**src/rtl/apple1_display_sender.sv**
```systemverilog
// apple1_display_sender
//   Host-side transmitter for the Apple-1 video terminal display port.
//   Characters from an upstream valid/ready source are buffered in a FIFO,
//   presented on the 7-bit display bus with a DA strobe, and paced by the
//   terminal's RDA (ready) signal.
//
// Ports:
//   clk          system clock
//   reset        asynchronous, active-high reset
//   in_valid     upstream character valid
//   in_data      upstream character (bit 7 ignored)
//   in_ready     FIFO not full; write when in_valid & in_ready
//   da_char      character on the display bus
//   da           data-available strobe to the terminal
//   rda          terminal ready (low while busy), already synchronous to clk
//   busy         state machine active or FIFO non-empty
//   timeout_err  sticky; set when RDA never falls after a strobe
//   fifo_level   number of characters held in the FIFO
module apple1_display_sender #(
  parameter int FIFO_DEPTH  = 8,
  parameter int DA_WIDTH    = 2,
  parameter int ACK_TIMEOUT = 1024,
  parameter bit UPCASE      = 1'b1
) (
  input  logic                        clk,
  input  logic                        reset,
  input  logic                        in_valid,
  input  logic [7:0]                  in_data,
  output logic                        in_ready,
  output logic [6:0]                  da_char,
  output logic                        da,
  input  logic                        rda,
  output logic                        busy,
  output logic                        timeout_err,
  output logic [$clog2(FIFO_DEPTH):0] fifo_level
);

  localparam int AW = $clog2(FIFO_DEPTH);
  localparam int SW = $clog2(DA_WIDTH) + 1;
  localparam int TW = $clog2(ACK_TIMEOUT) + 1;

  typedef enum logic [1:0] {
    IDLE,
    STROBE,
    WAIT_ACK,
    WAIT_READY
  } state_t;

  state_t        state;
  logic [6:0]    mem [FIFO_DEPTH];
  logic [AW:0]   wr_ptr;
  logic [AW:0]   rd_ptr;
  logic          empty;
  logic          full;
  logic          wr_en;
  logic          pop;
  logic [6:0]    wr_char;
  logic [SW-1:0] strobe_cnt;
  logic [TW-1:0] ack_cnt;
  logic          in_data_unused;

  assign in_data_unused = in_data[7];

  // Lower-case letters are folded to upper case on the way into the FIFO.
  always_comb begin
    wr_char = in_data[6:0];
    if (UPCASE && (in_data[6:0] >= 7'h61) && (in_data[6:0] <= 7'h7A)) begin
      wr_char = in_data[6:0] - 7'h20;
    end
  end

  // Pointers carry one extra wrap bit: equal pointers mean empty, equal
  // index with differing wrap bit means full.
  assign empty      = (wr_ptr == rd_ptr);
  assign full       = (wr_ptr[AW] != rd_ptr[AW]) && (wr_ptr[AW-1:0] == rd_ptr[AW-1:0]);
  assign in_ready   = !full;
  assign wr_en      = in_valid && !full;
  assign pop        = (state == IDLE) && !empty && rda;
  assign fifo_level = wr_ptr - rd_ptr;
  assign busy       = (state != IDLE) || !empty;

  always_ff @(posedge clk) begin
    if (wr_en) begin
      mem[wr_ptr[AW-1:0]] <= wr_char;
    end
  end

  always_ff @(posedge clk or posedge reset) begin
    if (reset) begin
      wr_ptr <= '0;
      rd_ptr <= '0;
    end else begin
      if (wr_en) wr_ptr <= wr_ptr + (AW+1)'(1);
      if (pop)   rd_ptr <= rd_ptr + (AW+1)'(1);
    end
  end

  always_ff @(posedge clk or posedge reset) begin
    if (reset) begin
      state       <= IDLE;
      da          <= 1'b0;
      da_char     <= '0;
      strobe_cnt  <= '0;
      ack_cnt     <= '0;
      timeout_err <= 1'b0;
    end else begin
      case (state)
        IDLE: begin
          if (pop) begin
            da_char    <= mem[rd_ptr[AW-1:0]];
            da         <= 1'b1;
            strobe_cnt <= SW'(DA_WIDTH - 1);
            state      <= STROBE;
          end
        end
        STROBE: begin
          if (strobe_cnt == '0) begin
            da      <= 1'b0;
            ack_cnt <= TW'(ACK_TIMEOUT - 1);
            state   <= WAIT_ACK;
          end else begin
            strobe_cnt <= strobe_cnt - SW'(1);
          end
        end
        WAIT_ACK: begin
          if (!rda) begin
            state <= WAIT_READY;
          end else if (ack_cnt == '0) begin
            // Terminal never acknowledged: drop the character and move on.
            timeout_err <= 1'b1;
            state       <= IDLE;
          end else begin
            ack_cnt <= ack_cnt - TW'(1);
          end
        end
        WAIT_READY: begin
          if (rda) state <= IDLE;
        end
        default: state <= IDLE;
      endcase
    end
  end

endmodule

```
**config.mk**
```make
export PLATFORM = sky130hd
export DESIGN_NAME = apple1_display_sender
export DESIGN_NICKNAME = d
export VERILOG_FILES = /design/src/rtl/apple1_display_sender.sv
export SDC_FILE = /design/constraint.sdc
export NUM_CORES = 1
export LEC_CHECK = 0
export CAP_MARGIN = 30
export CORE_MARGIN = 2
export CORE_UTILIZATION = 30
export CTS_CLUSTER_SIZE = 28
export DETAILED_ROUTE_END_ITERATION = 16
export SLEW_MARGIN = 30
export SYNTH_ARGS = -nofsm -noshare
export SYNTH_HDL_FRONTEND = slang
export SYNTH_SLANG_ARGS = --single-unit
```
**constraint.sdc**
```tcl
create_clock -name clk -period 2.7 [get_ports clk]
set_input_delay 0.27 -clock clk [delete_from_list [all_inputs] [get_ports clk]]
set_output_delay 0.27 -clock clk [all_outputs]
set_load 0.05 [all_outputs]
```
==> reports/metrics.csv <==
stage;metric;value;unit
setup_path;critical_path.top_delay_family;simple AND/OR/NAND/NOR gates;
setup_path;crit_slowest_cell;dfrtp_1;
sta;min_period;2.48;ns
setup_path;max_stage_delay;0.46;ns
floorplanning;die_y;118;um
floorplanning;initial_core_util;30.9;%
clock_tree;post-cts-setup-buffers;0;
detailed_routing;drc;0;
yosys;synthMuxAreaShare;10.6;%
setup_path;crit_type;flip-flop to primary output;
yosys;synth-edff-count;56;
sta;finalCritPeriodShare;91.8;%
floorplanning;ios;27;
setup_path;startpoint_type;flip-flop;
final_layout;design_area;4740;um2
final_layout;final_nets;334;
yosys;synth-seq-cells;88;
power_and_ir_drop;p_per_area;1200;nW/um2
global_route;grt_max_degree;33;
setup_path;crit_required;2.43;ns
yosys;synth_top_cell_area_share;42.8;%
yosys;synthSimpleGateAreaFrac;10.9;%
final_layout;fin_cells;490;
sta;drv_slew;0;
sta;final-setup-viol-count;0;
run;max-cap-violations;0;
yosys;synthXorXnorAreaFrac;2.23;%
yosys;syn_nets;295;
final_layout;fillers;1268;
setup_path;regToRegStartpoint;wr_ptr[2]$_DFFE_PP0P_;
sta;max_freq;0.403;GHz
sta;slew_headroom;65.2;%
clock_tree;postCtsHoldBufs;0;
yosys;syn_area;3930;um2
clock_tree;cts.htree.levels;3;
yosys;netlist_instances;274;
clock_tree;clk_latency;0.34;ns
yosys;synth-compound-area-share;6.37;%
power_and_ir_drop;power_leakage;1.77;nW
placed_design;dp_slack;0.486;ns
setup_path;crit_path_end_kind;primary output;
detailed_routing;routed_wl;7.65;mm
yosys;yosysSeqAreaShare;63.2;%
yosys;avgSynthCellArea;14.3;um2
clock_tree;cts_num_sinks;88;
global_route;grt.overflow.total;0;
global_route;grt_pass1_vias;2337;
yosys;synth_cell_types;48;
power_and_ir_drop;ir_worst_vdd;0.545;mV
sta;hold_viol;0;
worst_hold_path;hold_path.class;input port to asynchronous set/reset pin;
sta;fin_tns_setup;0;ns
yosys;postSynth.asyncResetShare;36.4;%
placed_design;hpwl;5.19;mm
final_layout;drive_gt1_share;18.2;%
detailed_routing;post_drt_wl_per_cell;15.6;um
global_route;grt_pass1_wl;12.5;mm
placed_design;dp_cells;474;
setup_path;ff2ff_setup_slack;0.51;ns
detailed_routing;route.vias.total;2317;
setup_path;reg2reg_to;mem[7][6]$_DFFE_PP_;
detailed_routing;drt_iter0_drc;144;
placed_design;routabilityCongestion;0.750;
setup_path;path_max_fanout;7;
clock_tree;post_cts_resized;0;
detailed_routing;via_per_inst;4.73;
yosys;synth_ff_type;edfxtp_1;
sta;finClkSkew;0.00619;ns
global_route;antenna_found_initial;0;
yosys;ys_top_cells_by_area;edfxtp_1 (43%), dfrtp_1 (20%), mux4_2 (8.0%);
clock_tree;cts_buffer_depth;2;
yosys;ys_warn_count;0;
sta;fin_ws;0.221;ns
floorplanning;rows;41;
status;status;completed;
detailed_routing;dr.pass1.iters;4;
setup_path;cp.arrival;2.21;ns
clock_tree;cts-root-buf;clkbuf_16;
yosys;synth_top_family_by_area;simple AND/OR/NAND/NOR gates;
sta;rsz0062_at_grt;false;
setup_path;reg2reg_depth;5;
detailed_routing;ant_nets;0;
final_layout;n_antenna_cell;0;
clock_tree;cts_tree;built;
power_and_ir_drop;total_power;5.68;mW
floorplanning;dieWidth;118;um
clock_tree;clk_pin_slew_worst_paths;0.06;ns
final_layout;syn2layout_area_growth;20.8;%
setup_path;critPathBufInv;1;
floorplanning;die_area;14000;um2
yosys;synth_top_area_cell;edfxtp_1;
yosys;synth-adder-area-share;3.06;%
placed_design;io_buffers;25;
sta;worstMarginPinSlew;0.520;ns
floorplanning;coreArea;12700;um2
setup_path;cp_cell_sequence;ha_1 > nand3_1 > or2_1 > or3_1 > buf_4;
placed_design;dpl_cell_area;4470;um2
clock_tree;numCtsBuffers;9;
global_route;grt_usage;11.7;%
cells in the mapped netlist (5+ instances only):
library cell,n
o21ai_1,15
dfrtp_1,32
clkbuf_1,5
mux2i_1,9
mux4_2,14
nand3_1,9
edfxtp_1,56
o31ai_1,6
a21oi_1,5
xnor2_1,7
inv_1,15
nor2_1,8
ha_1,8
nand2_1,19
buf_2,6
registers in the layout (all words and copies together) (netlist names):
name         cells
da_char          7
strobe_cnt       2
da               1
wr_ptr           4
mem             56
ack_cnt         11
timeout_err      1
rd_ptr           4
state            2
cells by family (layout without fill, tap and decap cells):
kind of cell             count (synthesis)  after routing
AO/OA/AOI/OAI                           40             40
XOR/XNOR                                10             10
adder cells (fa/ha/maj)                  9              9
buffers and inverters                   29             73
flip-flops                              88             88
multiplexers                            24             24
AND/OR/NAND/NOR                         74             74
worst min-delay path, delay by kind of cell:
family	cells	cell delay, ns
buffers and inverters	3	0.81
cell usage in the layout, fill, tap and decap left out, drive strengths merged, types with 9 or more instances in the layout:
| cell | n |
|---|---|
| buf | 22 |
| clkbuf | 9 |
| clkdlybuf4s50 | 19 |
| dfrtp | 32 |
| edfxtp | 56 |
| inv | 17 |
| mux2i | 9 |
| mux4 | 14 |
| nand2 | 19 |
| nand3 | 9 |
| nor2 | 9 |
| o21ai | 17 |
report_power, final:
group	internal [mW]	switching (mW)	leakage, nW	total, mW
registers	1.75	0.195	0.868	1.95
logic	1.12	1.48	0.764	2.60
clock network	0.623	0.505	0.133	1.13
total	3.49	2.18	1.77	5.68
per-stage QoR:
stage / hold WS (ns) / util [%]
after CTS: 0.344 / 37.3
after global routing: 0.386 / 37.3
after global placement: 0.460 / 35.1
after detailed placement: 0.464 / 35.1
final: 0.325 / 37.3
after floorplan: 0.361 / -
metal layers:
metal	vias up	wire (um)	global-route usage [%]
met3	7	293	4.20
met5	-	0	0
met1	1169	3550	15.2
met4	0	63	2.68
li1	1112	-	-
met2	29	3740	18.9
cell type report:
type                       count  area, um2  share of cell area [%]
inverter                      16       60.1                    1.27
timing repair buffer          41        405                    8.54
multi-input combinational    157       1310                    27.6
sequential                    88       2480                    52.3
tap                          172        215                    4.54
clock buffer                   9        225                    4.75
clock inverter                 7       47.5                    1.00
worst max path at each step:
stage	cells after the start	slack (ns)	startpoint	end
2_1_floorplan	8	0.02	rd_ptr[1]$_DFFE_PP0P_	mem[1][0]$_DFFE_PP_
3_3_place_gp	5	0.51	wr_ptr[2]$_DFFE_PP0P_	mem[7][2]$_DFFE_PP_
3_5_place_dp	5	0.49	wr_ptr[2]$_DFFE_PP0P_	mem[7][2]$_DFFE_PP_
4_1_cts	5	0.22	wr_ptr[2]$_DFFE_PP0P_	busy
5_1_grt	5	0.12	wr_ptr[2]$_DFFE_PP0P_	busy
6_report	5	0.22	wr_ptr[2]$_DFFE_PP0P_	busy
Power figures use the tool's default switching activity.
